--- config.mk ---
export PLATFORM = sky130hd
export DESIGN_NAME = io_intr_unit
export DESIGN_NICKNAME = d
export VERILOG_FILES = /design/src/rtl/cpu_pkg.sv /design/src/rtl/io_intr_unit_in_buf.sv /design/src/rtl/io_intr_unit.sv
export SDC_FILE = /design/constraint.sdc
export NUM_CORES = 1
export LEC_CHECK = 0
export CORE_UTILIZATION = 34
export CTS_BUF_LIST = sky130_fd_sc_hd__clkbuf_8
export DETAILED_ROUTE_END_ITERATION = 10
export PLACE_DENSITY_LB_ADDON = 0.2
export REMOVE_ABC_BUFFERS = 1
export SLEW_MARGIN = 20
export SYNTH_ARGS = -nofsm -noshare
export SYNTH_HDL_FRONTEND = slang
export SYNTH_SLANG_ARGS = --single-unit
--- constraint.sdc ---
create_clock -name clk -period 0.91 [get_ports clk]
set_input_delay 0.091 -clock clk [delete_from_list [all_inputs] [get_ports clk]]
set_output_delay 0.091 -clock clk [all_outputs]
set_load 0.05 [all_outputs]
--- src/rtl/cpu_pkg.sv ---
// Shared CPU constants: I/O opcodes, interrupt FSM states and default widths.
package cpu_pkg;

    localparam int DEF_DATA_W = 8;
    localparam int DEF_PC_W   = 16;

    localparam logic [4:0] OP_RFI = 5'b11010;
    localparam logic [4:0] OP_SFO = 5'b11011;
    localparam logic [4:0] OP_RFO = 5'b11100;
    localparam logic [4:0] OP_ION = 5'b11101;
    localparam logic [4:0] OP_IOF = 5'b11110;

    typedef enum logic [1:0] {
        IDLE = 2'd0,
        REQ  = 2'd1,
        ACK  = 2'd2
    } irq_state_t;

endpackage

--- src/rtl/io_intr_unit_in_buf.sv ---
// Input byte storage: single register by default, 2-entry FIFO when
// IO_INPUT_BUF_EN is defined.
module io_in_buf
    import cpu_pkg::*;
#(
    parameter int DATA_W = DEF_DATA_W
) (
    input  logic              clk,
    input  logic              reset,
    input  logic              push,
    input  logic              pop,
    input  logic [DATA_W-1:0] in_data,
    output logic [DATA_W-1:0] data,
    output logic              empty,
    output logic              full
);

    logic do_push;
    logic do_pop;

    assign do_push = push && !full;
    assign do_pop  = pop && !empty;

`ifdef IO_INPUT_BUF_EN
    logic [DATA_W-1:0] mem [2];
    logic              wr_ptr;
    logic              rd_ptr;
    logic [1:0]        count;

    always_ff @(posedge clk) begin
        if (reset) begin
            mem[0] <= '0;
            mem[1] <= '0;
            wr_ptr <= 1'b0;
            rd_ptr <= 1'b0;
            count  <= 2'd0;
        end else begin
            if (do_push) begin
                mem[wr_ptr] <= in_data;
                wr_ptr      <= ~wr_ptr;
            end
            if (do_pop) begin
                rd_ptr <= ~rd_ptr;
            end
            count <= count + 2'(do_push) - 2'(do_pop);
        end
    end

    assign empty = (count == 2'd0);
    assign full  = (count == 2'd2);
    assign data  = empty ? '0 : mem[rd_ptr];
`else
    logic [DATA_W-1:0] hold;
    logic              valid;

    // Push only happens when empty, so push and pop never collide here.
    always_ff @(posedge clk) begin
        if (reset) begin
            hold  <= '0;
            valid <= 1'b0;
        end else if (do_push) begin
            hold  <= in_data;
            valid <= 1'b1;
        end else if (do_pop) begin
            hold  <= '0;
            valid <= 1'b0;
        end
    end

    assign empty = !valid;
    assign full  = valid;
    assign data  = hold;
`endif

endmodule

--- src/rtl/io_intr_unit.sv ---
// Programmed I/O flags and interrupt entry sequencer.
// Optional 2-entry input FIFO selected by IO_INPUT_BUF_EN.
module io_intr_unit
    import cpu_pkg::*;
#(
    parameter int              DATA_W     = DEF_DATA_W,
    parameter int              PC_W       = DEF_PC_W,
    parameter logic [PC_W-1:0] INT_VECTOR = 16'h0001
) (
    input  logic              clk,
    input  logic              reset,
    input  logic              rFI,
    input  logic              sFO,
    input  logic              rFO,
    input  logic              ION,
    input  logic              IOF,
    input  logic              instr_boundary,
    input  logic              in_valid,
    input  logic [DATA_W-1:0] in_data,
    output logic              in_ready,
    output logic [DATA_W-1:0] inpr,
    input  logic              cpu_out_we,
    input  logic [DATA_W-1:0] cpu_out_data,
    output logic              out_valid,
    output logic [DATA_W-1:0] out_data,
    input  logic              out_ready,
    output logic              fgi,
    output logic              fgo,
    output logic              ien,
    output logic              irq_take,
    output logic [PC_W-1:0]   irq_pc
);

    irq_state_t        state;
    irq_state_t        state_next;
    logic              fgo_q;
    logic              ien_q;
    logic              irq_take_q;
    logic [DATA_W-1:0] outr_q;
    logic              buf_empty;
    logic              buf_full;
    logic              out_hs;
    logic              irq_cond;

    io_in_buf #(
        .DATA_W (DATA_W)
    ) u_in_buf (
        .clk     (clk),
        .reset   (reset),
        .push    (in_valid && !buf_full),
        .pop     (rFI),
        .in_data (in_data),
        .data    (inpr),
        .empty   (buf_empty),
        .full    (buf_full)
    );

    assign out_hs   = !fgo_q && out_ready;
    assign irq_cond = ien_q && (!buf_empty || fgo_q);

    always_comb begin
        state_next = state;
        unique case (state)
            IDLE:    if (irq_cond) state_next = REQ;
            REQ: begin
                if (!irq_cond)
                    state_next = IDLE;
                else if (instr_boundary)
                    state_next = ACK;
            end
            ACK:     state_next = IDLE;
            default: state_next = IDLE;
        endcase
    end

    always_ff @(posedge clk) begin
        if (reset) begin
            state      <= IDLE;
            irq_take_q <= 1'b0;
        end else begin
            state      <= state_next;
            irq_take_q <= (state_next == ACK);
        end
    end

    // Leaving ACK clears IEN even against a same-cycle ION.
    always_ff @(posedge clk) begin
        if (reset) begin
            fgo_q  <= 1'b1;
            ien_q  <= 1'b0;
            outr_q <= '0;
        end else begin
            if (sFO || out_hs)
                fgo_q <= 1'b1;
            else if (rFO)
                fgo_q <= 1'b0;
            if (cpu_out_we && fgo_q)
                outr_q <= cpu_out_data;
            if (state == ACK)
                ien_q <= 1'b0;
            else if (IOF)
                ien_q <= 1'b0;
            else if (ION)
                ien_q <= 1'b1;
        end
    end

    assign in_ready  = !buf_full;
    assign fgi       = !buf_empty;
    assign fgo       = fgo_q;
    assign out_valid = !fgo_q;
    assign out_data  = outr_q;
    assign ien       = ien_q;
    assign irq_take  = irq_take_q;
    assign irq_pc    = INT_VECTOR;

endmodule

* Yosys cells after proc, flatten, opt, wreduce, memory -nomap -nowiden
Cells that the tools add are included.
Word-level totals: word-level logic and storage cells 32, bits of input ports 27, output and inout bits 38, register bits 22
Cells by class: reduce and logical (&&, ||, !) cells 14, eq/ne operators 3, multiplexer cells 8
Operators with widths (count):
- two-way mux 8 bit | 2
- logical AND 1 bit | 6
- two-way mux 2 bit | 3
- == test 2 bit, second input constant | 2
- one-hot mux 2 bit (2 select lines) | 1
- OR reduction 3 bit | 1
- == test 2 x 1 -> 1 bit, second input constant | 1
- logical NOT 1 bit | 2
- logical NOT 2 bit | 1
- logical OR 1 bit | 2
- two-way mux 1 bit | 2
- nonzero test 2 bit | 1
- OR reduction 2 bit | 1

* Depth between registers and ports, before layout
Gate-level depths: netlist (run 1).
depth in word-level cells 5, mapped depth 4, depth with buffers taken out 2

* Cells and area by module
From an unflattened synthesis (run 1), not the netlist that was laid out.
Unflattened totals: cell total of the unflattened synthesis 114, area total of the unflattened synthesis 1092.3 um2
Modules (own cells, without submodules):
- io_intr_unit | area an instance 695.7 um2, cells an instance 76, instances 1, seq. area each 260.2 um2
- io_in_buf | area an instance 396.6 um2, cells an instance 38, instances 1, seq. area each 180.2 um2

* Least setup slack after synthesis (run 1)
OpenSTA, ideal clock, no wires.
kind register -> register, start register fgo_q, in the netlist fgo, end register fgo_q, in the netlist fgo, arrival 1.477 ns, path slack -0.648 ns, data required time 0.829 ns, stages on the path, launching flop included 5, period minus slack after synthesis 1.558 ns, library setup time 0.081 ns, buffers on the path 2, cells stage by stage dfxtp_1 -> buf_4 -> buf_2 -> inv_1 -> o211ai_1
On the way: cells in the longest elaborated chain, start to end 4
RTL lines:
- start: declaration | RTL line io_intr_unit.sv:36 | logic fgo_q;
- start signal: assignment | RTL line io_intr_unit.sv:89 | fgo_q <= 1'b1;
- start signal: assignment | RTL line io_intr_unit.sv:94 | fgo_q <= 1'b1;
- start signal: assignment | RTL line io_intr_unit.sv:96 | fgo_q <= 1'b0;
- logical NOT 1 bit
- net out_valid | RTL line io_intr_unit.sv:24 | output logic out_valid,
- logical AND 1 bit | RTL line io_intr_unit.sv:58 | assign out_hs = !fgo_q && out_ready;
- logical OR 1 bit | RTL line io_intr_unit.sv:93 | if (sFO || out_hs)
- OR reduction 2 bit (no source line)
The timed path passes the listed nets, and every way through them passes these cells. A chain may end at the register's enable or synchronous reset.

* Worst setup path after layout (run 1)
start register fgo_q, in the netlist fgo, end output port fgo
RTL lines:
- end: declaration | RTL line io_intr_unit.sv:28 | output logic fgo,
No word-level cell between the ends.

==> results of run 1 <==
[placed cells by master (no fill, tap or decap), types with 2 or more instances in the layout]
cell type / n
a21bo_2: 8
a21oi_1: 2
a21oi_2: 6
buf_12: 22
buf_4: 6
buf_6: 12
clkbuf_8: 3
clkdlybuf4s50_1: 26
conb_1: 16
dfxtp_1: 5
dfxtp_2: 16
inv_1: 2
nand2b_1: 9
nand3_1: 8
nand4bb_1: 8
nor2_1: 2
o21ai_1: 4
o21ai_2: 4
[cell type report]
| class | instances | area, µm² |
|---|---|---|
| clock buffers | 3 | 41.29 |
| repair buffers | 68 | 900.9 |
| well taps | 31 | 38.79 |
| inverters | 3 | 13.76 |
| multi-input cells | 78 | 573.1 |
| fillers | 217 | 820.8 |
| flip-flops and latches | 22 | 464.2 |
[registers in the layout, indices dropped and copies added, names as in the netlist]
signal / cells
fgo: 1
u_in_buf.data: 8
irq_take: 1
state: 2
u_in_buf.full: 1
ien: 1
out_data: 8
[how the worst max path moves through the flow]
stage	cells past startpoint	to
after floorplan	2	fgo$_SDFFE_PP1P_
after global placement	3	irq_take$_SDFF_PP0_
after detailed placement	4	u_in_buf.data[3]$_SDFFE_PP0P_
after CTS	3	fgo
after global routing	3	fgo
final	3	fgo
[cell families after synthesis]
| group | count (synthesis) |
|---|---|
| buffers and inverters | 26 |
| and+or+nand+nor | 34 |
| other | 2 |
| AOI/OAI and AO/OA | 27 |
| muxes | 1 |
| DFF | 22 |
[through the flow]
stage,hold WS (ns),std cells
after floorplan,0.1601,103
after global placement,0.4581,195
after detailed placement,0.4665,195
after CTS,0.3934,205
after global routing,0.4006,205
final,0.3955,205
[per-layer routing]
| layer | share of wire, % | up-vias | GRT usage [%] | wire length [µm] |
|---|---|---|---|---|
| li1 | - | 480 | - | - |
| met2 | 48 | 45 | 29.40 | 1355 |
| met3 | 8.9 | 0 | 5.357 | 248 |
| met4 | 0 | 0 | 4.082 | 0 |
| met1 | 43 | 450 | 19.36 | 1197 |
| met5 | 0 | - | 0 | 0 |
[power groups by stage]
stage / logic (W) / registers, W / clock network, W
2_1_floorplan: 0.000269 / 0.00124 / 0
3_3_place_gp: 0.000879 / 0.00108 / 0
3_5_place_dp: 0.000890 / 0.00108 / 0
4_1_cts: 0.000956 / 0.00107 / 0.000601
5_1_grt: 0.00103 / 0.00108 / 0.000641
6_report: 0.000990 / 0.00107 / 0.000591
[repair_timing]
item | CTS | global route
setup buffers | 6 | 0
hold buffers | 0 | 0
cloned | 1 | 0
endpoints found under the setup margin | 21 | 40
resized for setup | 33 | 25
pin swaps | 14 | 2
==> results.md, run 1 <==
* Status: finished with violations
* Failing checks: DRC, setup timing
* Initial core utilization at 37.11%
* Slowest CP cell: dfxtp_2
* Critical path class: reg2out
* Mean Syn Cell Area at 9.451 µm²
* Clock transition at path regs at 0.08 ns
* Final worst slack at -0.1491 ns
* Logic pwr share at 37.3%
* # setup viols final at 27
* Clock buffer depth at 2
* Worst flop-to-flop path endpoint: out_data[7]$_SDFFE_PP0P_
* RSZ-0062 raised after global routing: true
* Synth Area in Compound Gates at 17.97%
* Top cells by area, synth: dfxtp_1 42%, buf_4 13%, nand4bb_1 8.5%
* Critical Path AT at 0.97 ns
* Final #Nets at 203
* Synth cell types at 23
* Switching Share at 32.81%
* Core Util, Final at 71.23%
* Type of origin of the critical path: flop
* CP Capture Type: primary output
* First-pass GRT wire length at 4291 µm
* R2R cell count at 4
* Detailed router's first-iteration violation count at 33
* Ys async rst share at 0%
* Top post-synthesis cells by count: 22 x dfxtp_1, 18 x buf_4, 9 x nand2b_1
* Cell row count at 19
* Synth Area in Simple Gates at 22.58%
* Antenna cells at 0
* Post-Route WL at 2801 µm
* Chip height at 57.80 µm
* CP max stage delay at 0.34 ns
* Vias in the first global route at 942
* Drt drc at 6
* Cell Int Power at 0.001781 W
* Gpl congestion at 0.6897
* Share of cells above drive strength 1 at 51.72%
* Num CTS Buffers at 3
* Critical Path Fanout Max at 5
* Post-synthesis mux area share at 1.064%
* Clock tree from TritonCTS: yes
* Leak at 0.8100 nW
* Most frequent cell after synthesis: dfxtp_1
* CTS Root Cell: clkbuf_8
* Setup slack, reg-to-reg at -0.10 ns
* Hold depth at 2
* Tcrit/Tclk final at 116.4%
* CTS Sinks at 22
* Post-DP Area at 1789 µm²
* Post-route cell area at 2032 µm²
* DIE AREA at 3340 µm²
* Synth Instances at 112
* Max-slew violations at 0
* Post-synth top area share at 41.61%
* TNS Setup at -1.211 ns
* Hold Vio Cnt, Final at 0
* Xor/xnor share of the synthesized area at 0%
* Area grow syn2layout at 91.96%
* Vias at 975
* Hold Crit Class: in2reg
* Pwr Total at 0.002651 W
* Post-layout min period at 1.059 ns
* Top Ports at 65
* Hold EP: ien$_SDFFE_PP0P_
* H-tree Lvls at 1
* Die W at 57.80 µm
* Worst path cell trace: buf_12, buf_6, buf_12
* Post-DP HPWL at 1840 µm
* Synthesized-area fraction occupied by adder cells at 0%
* Switch Pwr at 0.0008696 W
* Yosys reg bits at 22
* Seq/Total Area, Yosys at 41.61%
* WL/cell at 13.66 µm
* Reg-to-Reg Start: fgo$_SDFFE_PP1P_
* GRT Total Usage at 16.57%
* Max cap viols at 0
* IO Port Bufs at 48
* Number of vias per cell at 4.756
* Core area at 2853 µm²
* Most Frequent Cell on Critical Path: buf_12
* HP Start: IOF
* Yosys top cell by area: dfxtp_1
* Number of synthesized flops with an enable pin at 0
* Critical Path RT at 0.82 ns
* CP startpoint: fgo$_SDFFE_PP1P_
* Pre-Repair DR Iteration Count at 7
* Clock Skew at 0.003785 ns
* Flop pwr share at 40.4%
* Clk pwr share at 22.3%
* Delay-heaviest family, CP: buffers and inverters
* Buffers plus inverters on the worst setup path at 3
* Mapped cell area at 1059 µm²
* GR Overflow Total at 0
* Pre-CTS WS at -0.2590 ns
* Worst skew pair latency at 0.26 ns
* Synth Flop Type: dfxtp_1
* Synth warn at 0
* Post-route ant nets at 0
* Combinational family with the most area after synthesis: simple AND/OR/NAND/NOR gates
* Largest net degree at the start of global routing at 21
* Initial antenna violation count at 0
* Pwr Density at 1304 nW/µm²
* Peak supply drop at 1062 µV
* Max frequency at 944.2 MHz
(Power assumes the default switching activity.)
==> run 2: changes to the inputs <==
--- a/config.mk
+++ b/config.mk
@@ -5,12 +5,11 @@
 export SDC_FILE = /design/constraint.sdc
 export NUM_CORES = 1
 export LEC_CHECK = 0
-export CORE_UTILIZATION = 34
+export CORE_UTILIZATION = 38
 export CTS_BUF_LIST = sky130_fd_sc_hd__clkbuf_8
 export DETAILED_ROUTE_END_ITERATION = 10
 export PLACE_DENSITY_LB_ADDON = 0.2
 export REMOVE_ABC_BUFFERS = 1
-export SLEW_MARGIN = 20
 export SYNTH_ARGS = -nofsm -noshare
 export SYNTH_HDL_FRONTEND = slang
 export SYNTH_SLANG_ARGS = --single-unit
==> constraint.sdc (replaced) <==
create_clock -name clk -period 1.12 [get_ports clk]
set_input_delay 0.112 -clock clk [delete_from_list [all_inputs] [get_ports clk]]
set_output_delay 0.112 -clock clk [all_outputs]
set_load 0.05 [all_outputs]
==> run 2 against run 1 <==
Compared with the run above: die area decreased by 10%; global-route usage fell by 0.069 points; routed wire length shrank 15%; total power shrank 13%; critical path depth stayed put; critical path type unchanged; highest routed layer is now met4; combinational power shrank 28%; hold slack better by 0.022 ns; the flow now finishes without violations; clock power rose by 23%.
==> results.md, run 2 (same netlist as run 1, synthesis figures left out) <==
* Status: complete, no violations
* Critical Path AT at 0.96 ns (about the same)
* Clock Skew at 0.001030 ns (-0.002755 ns)
* Reg-to-Reg Start: u_in_buf.full$_SDFFE_PP0P_
* Critical path class: reg2out
* Post-route ant nets at 0 (unchanged)
* Hold WS at 0.4176 ns (+0.02211 ns)
* Hold depth at 3 (+1)
* WL/cell at 12.12 µm (-11%)
* Max-slew violations at 0 (unchanged)
* RSZ-0062 raised after global routing: true
* Detailed router's first-iteration violation count at 7 (-79%)
* CTS Root Cell: clkbuf_8
* Top Ports at 65 (unchanged)
* Layer with the highest usage: met2
* Post-layout min period at 1.072 ns
* IO Port Bufs at 48 (unchanged)
* Post-Route WL at 2375 µm (-15%)
* Num CTS Buffers at 3 (unchanged)
* Met1 GRT Util at 16.19% (-3.2 points)
* Largest net degree at the start of global routing at 22 (+4.8%)
* # setup viols final at 0 (-100%)
* Hold EP: out_data[2]$_SDFFE_PP0P_
* Chip height at 54.78 µm (-5.2%)
* Die W at 54.78 µm (-5.2%)
* Hold Crit Class: in2reg
* Fillers at 199 (-8.3%)
* Area grow syn2layout at 72.69%
* R2R cell count at 4 (unchanged)
* Vias in the first global route at 859 (-8.8%)
* HP Start: cpu_out_data[2]
* Most frequent cells in the layout: 26 x clkdlybuf4s50_1, 21 x dfxtp_1, 20 x buf_12
* Tcrit/Tclk final at 95.73%
* H-tree Lvls at 1 (unchanged)
* Number of vias per cell at 4.745 (-0.24%)
* Clock transition at path regs at 0.08 ns (about the same)
* Type of origin of the critical path: flop
* Drt drc at 0 (-6)
* Worst skew pair latency at 0.26 ns (about the same)
* Share of cells above drive strength 1 at 30.72% (-21 points)
* Fin cells at 196 (-4.4%)
* Core Util, Final at 71.83% (+0.60 points)
* Gpl congestion at 0.7635 (+11%)
* Initial core utilization at 41.59% (+4.5 points)
* Critical Path Fanout Max at 7 (+2)
* Antenna cells at 0 (unchanged)
* Post-DP HPWL at 1830 µm (-0.57%)
* DIE AREA at 3001 µm² (-10%)
* Clock buffer depth at 2 (unchanged)
* Cell row count at 18 (-1)
* CTS Hold Bufs at 0 (unchanged)
* CP Capture Type: primary output
* Leak at 0.7323 nW (-9.6%)
* CTS Sinks at 22 (unchanged)
* GRT Total Usage at 16.50% (-0.069 points)
* Setup slack, reg-to-reg at 0.09 ns (+0.19 ns)
* Critical Path RT at 1.01 ns (+0.19 ns)
* Commonest non-fill, non-tap cell in the layout: clkdlybuf4s50_1
* Initial antenna violation count at 0 (unchanged)
* Hold Vio Cnt, Final at 0 (unchanged)
* GR Overflow Total at 0 (unchanged)
* TNS Setup at 0 ns (+1.211 ns)
* Max cap viols at 0 (unchanged)
* Max frequency at 932.6 MHz
* Vias at 930 (-4.6%)
* Worst flop-to-flop path endpoint: state[1]$_SDFF_PP0_
* Peak supply drop at 834.5 µV (-21%)
* Pwr Density at 1258 nW/µm² (-3.6%)
* Met3 usage at 4.444% (-0.91 points)
* Met2 usage at 31.53% (+2.1 points)
* Final #Nets at 194 (-4.4%)
* Pre-Repair DR Iteration Count at 3 (-4)
* Cell count after placement at 190 (-2.6%)
* Clock tree from TritonCTS: yes
* First-pass GRT wire length at 3512 µm (-18%)
* Core area at 2545 µm² (-11%)
run 2: cell types whose count changed in the layout (fill, tap and decap cells not counted), sizes merged:
cell,change
buf,-9
bufinv,+1
run 2: layout make-up:
type	instances	area, µm²	share of cell area, %
Clock buffer	3	41.29	2.259
Clock inverter	1	30.03	1.643
Inverter	3	11.26	0.6160
Multi-Input combinational cell	78	500.5	27.38
Sequential cell	22	441.7	24.16
Tap cell	30	37.54	2.053
Timing Repair Buffer	59	765.7	41.89
run 2: worst max-delay path, stage by stage (launching register included):
cell	delay, ns
dfxtp_2	0.34
buf_6	0.13
inv_1	0.05
buf_4	0.19
run 2: stage by stage:
step                setup WS, ns  total power, W  area [µm²]
floorplan                -0.5796        0.001229       952.2
global placement        -0.04153        0.001570        1733
detailed placement       -0.1052        0.001578        1733
CTS                      0.02294        0.002318        1823
global route           -0.006731        0.002382        1828
finish                   0.04778        0.002300        1828
run 2: how the worst max path moves through the flow:
stage,start,end,depth (start not counted)
after floorplan,fgo$_SDFFE_PP1P_,fgo$_SDFFE_PP1P_,2
after detailed placement,reset,state[1]$_SDFF_PP0_,3
after global placement,reset,irq_take$_SDFF_PP0_,3
after global routing,fgo$_SDFFE_PP1P_,fgo,2
final,u_in_buf.full$_SDFFE_PP0P_,in_ready,3
after CTS,fgo$_SDFFE_PP1P_,out_valid,3
run 2: where the power goes:
| group | switching (W) | internal, W | total [W] |
|---|---|---|---|
| combinational | 0.000387 | 0.000321 | 0.000708 |
| clock | 0.000250 | 0.000477 | 0.000727 |
| sequential | 0.0000404 | 0.000824 | 0.000865 |
run 2: per-layer routing:
layer | routed length, µm | vias to the layer above
met5 | 0 | -
met4 | 39 | 0
met1 | 970 | 420
met3 | 202 | 6
met2 | 1163 | 43
li1 | - | 461
run 2: timing repair:
item	CTS	global route
setup buffers	2	0
pin swaps	0	0
setup endpoints to repair	1	3
gates cloned	0	0
gates resized for setup	1	3
==> run 3: changes to the inputs <==
--- a/config.mk
+++ b/config.mk
@@ -5,7 +5,8 @@
 export SDC_FILE = /design/constraint.sdc
 export NUM_CORES = 1
 export LEC_CHECK = 0
-export CORE_UTILIZATION = 38
+export ABC_AREA = 1
+export CORE_UTILIZATION = 35
 export CTS_BUF_LIST = sky130_fd_sc_hd__clkbuf_8
 export DETAILED_ROUTE_END_ITERATION = 10
 export PLACE_DENSITY_LB_ADDON = 0.2
==> run 3 against run 2 <==
Compared with the run above: die area down 5.3%; routed wire length down 9.3%; combinational power about the same; count of clock-buffer cells in the layout up 1; fmax up 1.4%; final cell count down 1.0%; design area down 9.7%.
==> results.md, run 3 <==
* Leak at 0.7050 nW (-3.7%)
* Max-slew violations at 0 (unchanged)
* Clock tree from TritonCTS: yes
* Synth Flop Type: dfxtp_1
* Layer with the highest usage: met2
* Top post-synthesis cells by count: 22 x dfxtp_1, 21 x nor2_1, 17 x buf_4
* Area grow syn2layout at 79.35%
* # setup viols final at 0 (unchanged)
* Critical Path RT at 1.01 ns (about the same)
* First-pass GRT wire length at 3415 µm (-2.8%)
* Worst skew pair latency at 0.26 ns (about the same)
* Largest net degree at the start of global routing at 13 (-41%)
* Seq/Total Area, Yosys at 47.83% (+6.2 points)
* CP max stage delay at 0.43 ns (+0.09 ns)
* Peak supply drop at 772.6 µV (-7.4%)
* Yosys reg bits at 22 (unchanged)
* Post-DP HPWL at 1781 µm (-2.6%)
* H-tree Lvls at 1 (unchanged)
* GRT Total Usage at 16.77% (+0.26 points)
* Critical Path AT at 0.95 ns (about the same)
* Cell row count at 18 (unchanged)
* CP Capture Type: primary output
* Critical path class: reg2out
* Post-route ant nets at 0 (unchanged)
* Ys async rst share at 0% (unchanged)
* Final #Nets at 192 (-1.0%)
* Slowest CP cell: dfxtp_2
* WL/cell at 11.10 µm (-8.4%)
* Hold Crit Class: in2reg
* Met2 usage at 30.42% (-1.1 points)
* GR Overflow Total at 0 (unchanged)
* DIE AREA at 2840 µm² (-5.3%)
* Met1 GRT Util at 18.17% (+2.0 points)
* Antenna cells at 0 (unchanged)
* Status: complete, no violations
* Share of cells above drive strength 1 at 23.78% (-6.9 points)
* Tcrit/Tclk final at 94.38% (-1.4 points)
* Clock buffer depth at 2 (unchanged)
* Most frequent cell after synthesis: dfxtp_1
* Commonest non-fill, non-tap cell in the layout: clkdlybuf4s50_1
* Top cells by area, synth: dfxtp_1 48%, buf_4 14%, nor2_1 8.6%
* CTS Sinks at 22 (unchanged)
* Post-layout min period at 1.057 ns (-0.01516 ns)
* Post-Route WL at 2154 µm (-9.3%)
* Post-synth top area share at 47.83% (+6.2 points)
* Met3 usage at 5.172% (+0.73 points)
* Type of origin of the critical path: flop
* IO Port Bufs at 48 (unchanged)
* Top Ports at 65 (unchanged)
* Gpl congestion at 0.7248 (-5.1%)
* Drt drc at 0 (unchanged)
* CTS Root Cell: clkbuf_8
* Synth cell types at 18 (-22%)
* Post-route cell area at 1652 µm² (-9.7%)
* Pwr Density at 1306 nW/µm² (+3.8%)
* Number of synthesized flops with an enable pin at 0 (unchanged)
* Mean Syn Cell Area at 8.078 µm² (-15%)
* Die W at 53.30 µm (-2.7%)
* Max frequency at 946.0 MHz (+1.4%)
* Max cap viols at 0 (unchanged)
* Vias in the first global route at 812 (-5.5%)
* Initial antenna violation count at 0 (unchanged)
* Detailed router's first-iteration violation count at 5 (-2)
* Final worst slack at 0.06293 ns (+0.01516 ns)
* Synth Instances at 114 (+1.8%)
* Core area at 2477 µm² (-2.7%)
* RSZ-0062 raised after global routing: false
* Num CTS Buffers at 3 (unchanged)
* Critical Path Fanout Max at 5 (-2)
* Clock Skew at 0.002899 ns (+0.001869 ns)
* Yosys top cell by area: dfxtp_1
* Most frequent cells in the layout: 26 x clkdlybuf4s50_1, 22 x buf_12, 21 x nor2_1
* Number of vias per cell at 4.438 (-6.5%)
* Synth warn at 0 (unchanged)
* Chip height at 53.30 µm (-2.7%)
* Mapped cell area at 920.9 µm² (-13%)
* Pre-CTS WS at -0.1081 ns (-0.002897 ns)
* Clock transition at path regs at 0.08 ns (about the same)
* Pre-Repair DR Iteration Count at 3 (unchanged)
* Worst path cell trace: inv_2, buf_12
* Post-DP Area at 1594 µm² (-8.0%)
* Initial core utilization at 37.17% (-4.4 points)
* Hold Vio Cnt, Final at 0 (unchanged)
* Vias at 861 (-7.4%)
==> run 3: report_power, final <==
part | internal, W | leakage [nW] | switching [W]
clock network | 0.000313 | 0.0288 | 0.000247
registers | 0.000830 | 0.181 | 0.0000557
logic | 0.000304 | 0.495 | 0.000407
total | 0.00145 | 0.705 | 0.000710
==> run 3: per-stage QoR <==
stage | power [W] | std cells | setup TNS [ns] | util (%) | hold WS [ns]
2_1_floorplan | 0.001258 | 110 | -5.046 | - | 0.1811
3_3_place_gp | 0.001607 | 190 | -0.09859 | 64.34 | 0.4827
3_5_place_dp | 0.001617 | 190 | -0.8701 | 64.34 | 0.5021
4_1_cts | 0.002166 | 194 | 0 | 66.62 | 0.4111
5_1_grt | 0.002247 | 194 | 0 | 66.67 | 0.4136
6_report | 0.002157 | 194 | 0 | 66.67 | 0.4088
==> run 3: worst paths after layout <==
| path | startpoint | end | slack (ns) | depth (start not counted) |
|---|---|---|---|---|
| min reg2reg | state[0]$_SDFF_PP0_ | irq_take$_SDFF_PP0_ | 0.51 | 2 |
| max | u_in_buf.full$_SDFFE_PP0P_ | in_ready | 0.06 | 2 |
| min | in_data[6] | u_in_buf.data[6]$_SDFFE_PP0P_ | 0.41 | 3 |
| max reg2reg | fgo$_SDFFE_PP1P_ | out_data[3]$_SDFFE_PP0P_ | 0.18 | 4 |
==> run 3: timing repair <==
item / 4_1_cts / 5_1_grt
setup endpoints to repair: 1 / 9
setup buffers: 0 / 0
hold buffers: 0 / 0
resized for setup: 1 / 2
==> run 3: logic make-up (layout without fill, tap and decap cells) <==
group | after synthesis | in the layout | share of synthesized area, %
AO/OA/AOI/OAI | 20 | 20 | 11.14
buffers and inverters | 25 | 61 | 17.25
flip-flops | 22 | 22 | 47.83
other | 2 | 16 | 0.8155
AND/OR/NAND/NOR | 45 | 45 | 22.96
==> run 3: critical path: cells and delay by family (launching register included) <==
kind | cells | cell delay [ns]
flops | 1 | 0.43
buf+inv | 2 | 0.26
==> run 3: routing by layer <==
metal	part of all wire (%)	vias to the layer above
met5	0	-
met4	0.42	0
met2	49	43
met3	8.0	2
li1	-	430
met1	42	386
==> run 3: layout make-up <==
class | instances | area [µm²]
flip-flops and latches | 22 | 442.9
clock buffers | 4 | 55.05
multi-input cells | 81 | 374.1
well taps | 30 | 37.54
fillers | 201 | 825.8
repair buffers | 50 | 715.7
inverters | 7 | 26.28
